--- config.mk ---
export PLATFORM = sky130hd
export DESIGN_NAME = timed_settings_sched
export DESIGN_NICKNAME = d
export VERILOG_FILES = /design/src/rtl/timed_settings_sched.sv
export SDC_FILE = /design/constraint.sdc
export NUM_CORES = 1
export LEC_CHECK = 0
export CORE_AREA = 2 2 310 250
export CTS_CLUSTER_DIAMETER = 100
export DETAILED_ROUTE_END_ITERATION = 6
export DIE_AREA = 0 0 312 252
export PLACE_DENSITY = 0.45
export SETUP_SLACK_MARGIN = 0.5
export SLEW_MARGIN = 15
export SYNTH_ARGS = -nofsm -noshare
export SYNTH_HDL_FRONTEND = slang
export SYNTH_SLANG_ARGS = --single-unit
--- constraint.sdc ---
create_clock -name clk -period 6 [get_ports clk]
set_input_delay 1.2 -clock clk [delete_from_list [all_inputs] [get_ports clk]]
set_output_delay 1.2 -clock clk [all_outputs]
set_load 0.02 [all_outputs]
--- src/rtl/timed_settings_sched.sv ---
// Timed settings-bus scheduler: FIFO of {timed,time,addr,data}; head issues on hit, set_stb 3 cycles after an idle push.
// Backpressure: cmd_ready is registered, low when full or after flush; at most one strobe every 3 cycles.
module sched_fifo #(
  parameter int W   = 1,
  parameter int DL2 = 2
) (
  input  logic           clk,
  input  logic           rst,
  input  logic           clr,
  input  logic           push,
  input  logic           pop,
  input  logic [W-1:0]   wr_dat,
  output logic [W-1:0]   rd_dat,
  output logic [DL2:0]   count
);
  localparam int N = 2**DL2;

  logic [W-1:0]   mem [N];
  logic [DL2-1:0] wr_ptr;
  logic [DL2-1:0] rd_ptr;

  assign rd_dat = mem[rd_ptr];

  always_ff @(posedge clk) begin
    if (push && !clr) mem[wr_ptr] <= wr_dat;
  end

  always_ff @(posedge clk or posedge rst) begin
    if (rst) begin
      wr_ptr <= '0;
      rd_ptr <= '0;
      count  <= '0;
    end else if (clr) begin
      wr_ptr <= '0;
      rd_ptr <= '0;
      count  <= '0;
    end else begin
      if (push) wr_ptr <= wr_ptr + 1'b1;
      if (pop)  rd_ptr <= rd_ptr + 1'b1;
      case ({push, pop})
        2'b10:   count <= count + 1'b1;
        2'b01:   count <= count - 1'b1;
        default: count <= count;
      endcase
    end
  end
endmodule

module timed_settings_sched #(
  parameter int DEPTH_LOG2 = 2
) (
  input  logic                  clk,
  input  logic                  rst,
  input  logic [63:0]           vita_time,
  input  logic                  cmd_valid,
  output logic                  cmd_ready,
  input  logic                  cmd_timed,
  input  logic [63:0]           cmd_time,
  input  logic [7:0]            cmd_addr,
  input  logic [31:0]           cmd_data,
  input  logic                  flush,
  output logic                  set_stb,
  output logic [7:0]            set_addr,
  output logic [31:0]           set_data,
  output logic                  late,
  output logic [15:0]           late_count,
  output logic [DEPTH_LOG2:0]   occupancy
);
  localparam int DEPTH = 2**DEPTH_LOG2;
  localparam logic [DEPTH_LOG2:0] FULL_CNT = DEPTH[DEPTH_LOG2:0];

  typedef struct packed {
    logic        timed;
    logic [63:0] t;
    logic [7:0]  addr;
    logic [31:0] data;
  } cmd_t;

  typedef enum logic [1:0] {S_IDLE, S_WAIT, S_ISSUE} state_t;

  state_t state, state_nxt;
  cmd_t   in_cmd, head;
  logic   push, pop, hit, is_late, fire;
  logic [DEPTH_LOG2:0] occ_nxt;

  assign in_cmd  = '{timed: cmd_timed, t: cmd_time, addr: cmd_addr, data: cmd_data};
  assign push    = cmd_valid & cmd_ready & ~flush;
  assign pop     = (state == S_ISSUE) & ~flush;
  assign hit     = ~head.timed | (vita_time >= head.t);
  assign is_late = head.timed & (vita_time > head.t + 64'd1);
  assign fire    = (state == S_WAIT) & hit & ~flush;

  sched_fifo #(.W($bits(cmd_t)), .DL2(DEPTH_LOG2)) u_fifo (
    .clk    (clk),
    .rst    (rst),
    .clr    (flush),
    .push   (push),
    .pop    (pop),
    .wr_dat (in_cmd),
    .rd_dat (head),
    .count  (occupancy)
  );

  always_comb begin
    state_nxt = state;
    case (state)
      S_IDLE:  if (occupancy != '0) state_nxt = S_WAIT;
      S_WAIT:  if (hit) state_nxt = S_ISSUE;
      S_ISSUE: state_nxt = S_IDLE;
      default: state_nxt = S_IDLE;
    endcase
    if (flush) state_nxt = S_IDLE;
  end

  // Ready is registered from the post-edge occupancy so a full FIFO never accepts.
  always_comb begin
    occ_nxt = occupancy;
    if (flush)             occ_nxt = '0;
    else if (push && !pop) occ_nxt = occupancy + 1'b1;
    else if (pop && !push) occ_nxt = occupancy - 1'b1;
  end

  always_ff @(posedge clk or posedge rst) begin
    if (rst) begin
      state      <= S_IDLE;
      cmd_ready  <= 1'b0;
      set_stb    <= 1'b0;
      set_addr   <= '0;
      set_data   <= '0;
      late       <= 1'b0;
      late_count <= '0;
    end else begin
      state     <= state_nxt;
      cmd_ready <= ~flush & (occ_nxt != FULL_CNT);
      set_stb   <= fire;
      late      <= fire & is_late;
      if (fire) begin
        set_addr <= head.addr;
        set_data <= head.data;
      end
      if (fire && is_late && late_count != 16'hFFFF) late_count <= late_count + 16'd1;
    end
  end
endmodule

# Word level (Yosys, flattened, before mapping)
# Memories as Yosys holds them, arrays and structs flattened.
# Cells that the tools add are included.
op_classes:
  addsub: 6
  order_cmp: 2
  n_eq_ne: 8
  mux: 15
  bitwise_logic: 11
  n_reduce_logical: 14
op_table:
  columns: ["op", "count"]
  rows:
  - ["64-bit by 1-bit adder with 64-bit output, second input constant", 1]
  - ["64-bit greater-or-equal comparator", 1]
  - ["64-bit > comparator", 1]
  - ["16-bit by 1-bit adder with 16-bit output, second input constant", 1]
  - ["16-bit != test, second input constant", 1]
  - ["2-bit 2-to-1 mux", 7]
  - ["3-bit 2-to-1 mux", 4]
  - ["3-bit != test, second input constant", 3]
  - ["1-bit AND", 8]
  - ["3-bit one-hot mux with 2 select lines", 1]
  - ["3-bit nonzero test", 2]
  - ["1-bit logical AND", 5]
  - ["2-bit by 1-bit adder with 2-bit output, second input constant", 2]
  - ["2-bit by 1-bit equality test with 1-bit output, second input constant", 2]
  - ["2-bit equality test, second input constant", 2]
  - ["2-bit one-hot mux with 2 select lines", 1]
  - ["2-bit nonzero test", 2]
  - ["3-bit by 1-bit adder with 3-bit output, second input constant", 1]
  - ["1-bit logical NOT", 3]
  - ["3-bit by 1-bit subtractor with 3-bit output, second input constant", 1]
  - ["2-bit logical NOT", 1]
  - ["1-bit 2-to-1 mux", 2]
  - ["1-bit NOT", 2]
  - ["2-bit AND reduction", 1]
  - ["1-bit OR", 1]
word_totals:
  reg_bits: 68
  mem_bits_rw: 420
  in_bits: 173
  word_cells: 67
  n_memories: 1
memory_table:
  columns: ["name", "words", "word_bits", "read_ports", "rd_clocked_by_memory_dff", "write_ports", "line", "rtl"]
  rows:
  - ["u_fifo.mem", 4, 105, 1, 0, 1, "18", "logic [W-1:0] mem [N];"]

# Depth between registers and ports, before layout
depth:
  ltp_word: 9
  mapped_depth: 22

# Hierarchy
# Synthesis repeated with hierarchy kept, for this count alone.
hier_totals:
  hier_cells: 1346
  area_unflattened_um2: 22287.6
modules_own_cells:
  columns: ["mod", "instances", "cells_per_inst", "area_each_um2"]
  rows:
  - ["sched_fifo", 1, 591, 15556.2]
  - ["timed_settings_sched", 1, 755, 6731.5]

# Worst setup path after synthesis
# Ideal clock, no wire load.
synth_timing:
  kind: "flip-flop to flip-flop"
  from: "register u_fifo.rd_ptr[0]"
  to: "register late_count[5]"
  t_arrival_ns: 4.521
  t_required_ns: 5.870
  setup_slack_ns: 1.350
  path_stages_with_launch: 21
  cell_sequence: "dfrtp_1 buf_6 buf_12 mux4_1 ha_1 nand2_1 nor3_4 nand4_2 nor3_4 and3_1 nand4_1 xnor2_1 ha_1 nand4_1 nor4_1 nand4_1 a31oi_1 nor4_1 nor4b_1 nand4_1 xnor2_1"
synth_via:
  elab_chain_len: 7
  elab_cells_between_ends: 11
  cone_classes: "1 x add/sub; 2 x order compare; 5 x bitwise; 2 x reduce/logical; 1 x memory"
synth_lines:
  columns: ["item", "line", "rtl"]
  rows:
  - ["from (decl)", "20", "logic [DL2-1:0] rd_ptr;"]
  - ["from (signal assigned)", "39", "if (pop) rd_ptr <= rd_ptr + 1'b1;"]
  - ["memory 4 x 105 bit *", null, null]
  - ["branches (longest 4 deep; another with 64-bit by 1-bit adder with 64-bit output)", null, null]
  - ["1-bit logical AND * (2 in a row)", "141", "if (fire && is_late && late_count != 16'hFFFF) late_count <= late_count + 16'd1;"]
  - ["to (signal assigned)", "141", null]
  - ["to (decl)", "66", "output logic [15:0] late_count,"]
# Every way passes the cells marked *.
# A chain may end at the register's enable or synchronous reset.

# Final worst setup path
layout_timing:
  from: "register u_fifo.rd_ptr[0]"
  to: "register late_count[10]"
# Same word-level chain as after synthesis.

==> results.md <==
- Later-pin clock latency in the skew report: between 0.5 and 0.6 ns
- Yosys top cell area share: 56.1%
- DP Wirelength: 39600 microns
- Grt ovf: 0
- Synth top area cells: edfxtp_1, mux4_2, ha_1
- TritonRoute pass-1 iters: 5
- Commonest cells post-synth: edfxtp_1, ha_1, mux4_2
- Hold Crit Start: late_count[7]
- Max Cap Viol: 0
- Clock sinks: about 490
- CP Max Fanout: 10
- Detailed Route Iter0 Violations: approximately 700
- Final Max Slew Viols: 0
- Layout area overhead: 24.7%
- P_leak: 9.72 nW
- Rows: 90
- Yosys top cell by area: edfxtp_1
- Ratio of cells with drive above 1 in the final layout: 17.0%
- Core Footprint: 75200 sq um
- Ys async rst share: 13.9%
- Pwr/cell area: 323 nW/um^2
- DRC Markers: 0
- Worst min path class: reg2reg
- # diodes: 0
- Setup crit end kind: register
- Status: completed
- Final min period: about 5.2 ns
- Most common cell in the netlist: edfxtp_1
- Hold Fails Final Rpt: 0
- Placed insts: around 2600
- FILL cells: 7151
- GRT Overall Usage: 14.7%
- FF+latch count, synth: 488
- Fmax: 192 MHz
- Synth warn: 0
- R2r startpoint: u_fifo.rd_ptr[0]
- Cts hold-fix bufs: 0
- Die width: 312 microns
- Crit share post-route: 86.7%
- Layout Skew: 0.0206 ns
- Switching Fraction: 26.2%
- Placer congestion estimate: ~0.81
- Initial Util: between 20% and 30%
- H-tree depth: 2
- Clk root buf: clkbuf_16
- TritonCTS Buffers: 52
- ANT nets after route: 0
- Netlist cell types: 68
- Worst Setup Start Kind: register
- Sequential share of the synthesized area: between 60% and 70%
- Wire per inst: 21.5 microns
- Min Hold Slack: a little under 0.5 ns
- Clock Power Share: a little over a third
- P_int: 0.00669 W
- Post-synth EDFFs: 420
- Sw Pwr: 0.00237 W
- Post-synth net total: 1661
- Syn Inst Count: about 1400
- CP required: about 6.5 ns
- Clock-pin slew on the worst setup and hold paths: 0.06 ns
- Commonest register cell after synthesis: edfxtp_1
- CTS tree: done
- Mapped cell area: between 20000 and 25000 sq um
- Non-filler cells, final: between 2000 and 3000
- Syn avg cell area: 16.7 sq um
- Measured slew at the worst slew-check pin: 0.972 ns
- Headroom to the max-slew limit: a little over a third
- First-pass GRT wire length: 86100 microns
- RSZ-0062 raised after global routing: true
- IR drop worst, VDD: 0.211 mV
- Seq pwr share: 44.4%
- Vias after detailed routing: 12700
- Critical path class: reg2reg
- Final net count: 1955
- Port buffer count: 234
- Die area: 78600 sq um
- Largest net degree at the start of global routing: between 70 and 80
- Routed WL: 58100 microns
- Max Root-Sink Buffers: 3
- Via density: 4.69
- Setup TNS: 0 ns
- Count of final setup violators: 0
- Die height: 252 microns
- Gate power share: roughly a fifth
- Initial antenna violation count: 11
- CP Launch Point: u_fifo.rd_ptr[0]
- I/O Pins: 235
- Vias in the first global route: 13200
- Crit path DAT: 5.66 ns
metal layers:
metal | track usage (%) | vias to the layer above | share of wire [%]
met5 | 0 | - | 0.17
met4 | 3.72 | 16 | 2.0
met3 | 3.54 | 85 | 5.5
met2 | 23.5 | 264 | 46
met1 | 20.0 | 6389 | 46
li1 | - | 5903 | -
power groups by stage:
stage	clock network [W]	registers (W)	logic [W]
global placement	0	0.00411	0.00179
global route	0.00345	0.00405	0.00198
floorplan	0	0.00425	0.000893
CTS	0.00333	0.00404	0.00183
detailed placement	0	0.00411	0.00180
finish	0.00322	0.00403	0.00181
per-stage QoR:
step	cell area, sq um	power, W	utilization, %	worst slack, ns
final	28100	0.00906	37.3	0.798
after CTS	27900	0.00919	37.0	0.526
after floorplan	22500	0.00514	-	1.35
after detailed placement	26100	0.00591	34.7	0.330
after global placement	26100	0.00590	34.7	0.379
after global routing	28100	0.00949	37.3	0.479
layout by cell type, fill, tap and decap left out, drive strengths merged, types with 17 or more instances in the layout:
master         Yosys  final
buf               25     39
clkbuf             9     72
nor2              48     48
nand4             41     41
clkdlybuf4s50      0    234
clkinv             0     17
mux4             101    101
nand3             32     32
a21oi             49     49
edfxtp           420    420
nand2             66     66
o21ai             26     26
dfrtp             68     68
ha               137    137
nor3              20     20
inv               74     75
mux2              44     44
xnor2             78     78
path summary, 6_finish.rpt:
kind | end | slack (ns) | depth (start not counted)
hold reg to reg | late_count[7] | 0.49 | 1
min in group asynchronous | set_addr[5] | 1.09 | 2
hold / removal | late_count[7] | 0.49 | 1
max in group asynchronous | u_fifo.rd_ptr[1] | 3.86 | 3
setup / recovery | late_count[10] | 0.80 | 18
setup reg to reg | late_count[10] | 0.80 | 18
flip-flops by register name, summed over array words and instances (netlist names):
name,flops
u_fifo.wr_ptr,2
u_fifo.count,3
set_data,32
u_fifo.mem,420
state,2
cmd_ready,1
set_stb,1
late_count,16
u_fifo.rd_ptr,2
set_addr,8
late,1
logic make-up (layout without fill, tap and decap cells):
| group | count (synthesis) | in the layout | synth area share (%) |
|---|---|---|---|
| xor gates and xnor gates | 84 | 84 | 3.27 |
| buffers and inverters | 108 | 443 | 2.51 |
| muxes | 152 | 152 | 12.8 |
| DFF | 488 | 488 | 63.6 |
| and+or+nand+nor | 267 | 267 | 7.10 |
| AOI/OAI and AO/OA | 115 | 115 | 3.12 |
| adders and majority gates | 137 | 137 | 7.62 |
worst max-delay path, stage by stage (launching register included):
cell and delay, ns:
dfrtp_4 0.58, clkbuf_8 0.22, mux4_2 0.37, nand3_1 0.30, nor3_4 0.31, nand2_1 0.15, or2_2 0.35, nor2_1 0.14
xnor2_1 0.10, ha_1 0.32, nand4_1 0.20, nor4_2 0.43, o21ai_0 0.37, a31oi_1 0.31, nor4_2 0.13, nor3_1 0.27
buf_4 0.23, nand4b_1 0.14, xnor2_1 0.15
repair_timing:
action / in CTS / in global routing
buffers inserted: 2 / 13
resized for setup: 2 / 12
pin swaps: 0 / 3
endpoints found under the setup margin: 15 / 16
final cells by class:
| class | count | area (sq um) | share of cell area [%] |
|---|---|---|---|
| sequential | 488 | 14300 | 51.0 |
| clock inverter | 24 | 277 | 0.985 |
| clock buffer | 71 | 1410 | 5.04 |
| multi-input combinational | 755 | 7710 | 27.5 |
| tap | 1012 | 1270 | 4.51 |
| inverter | 74 | 279 | 0.994 |
| timing repair buffer | 274 | 2790 | 9.94 |
(Power assumes the default switching activity.)
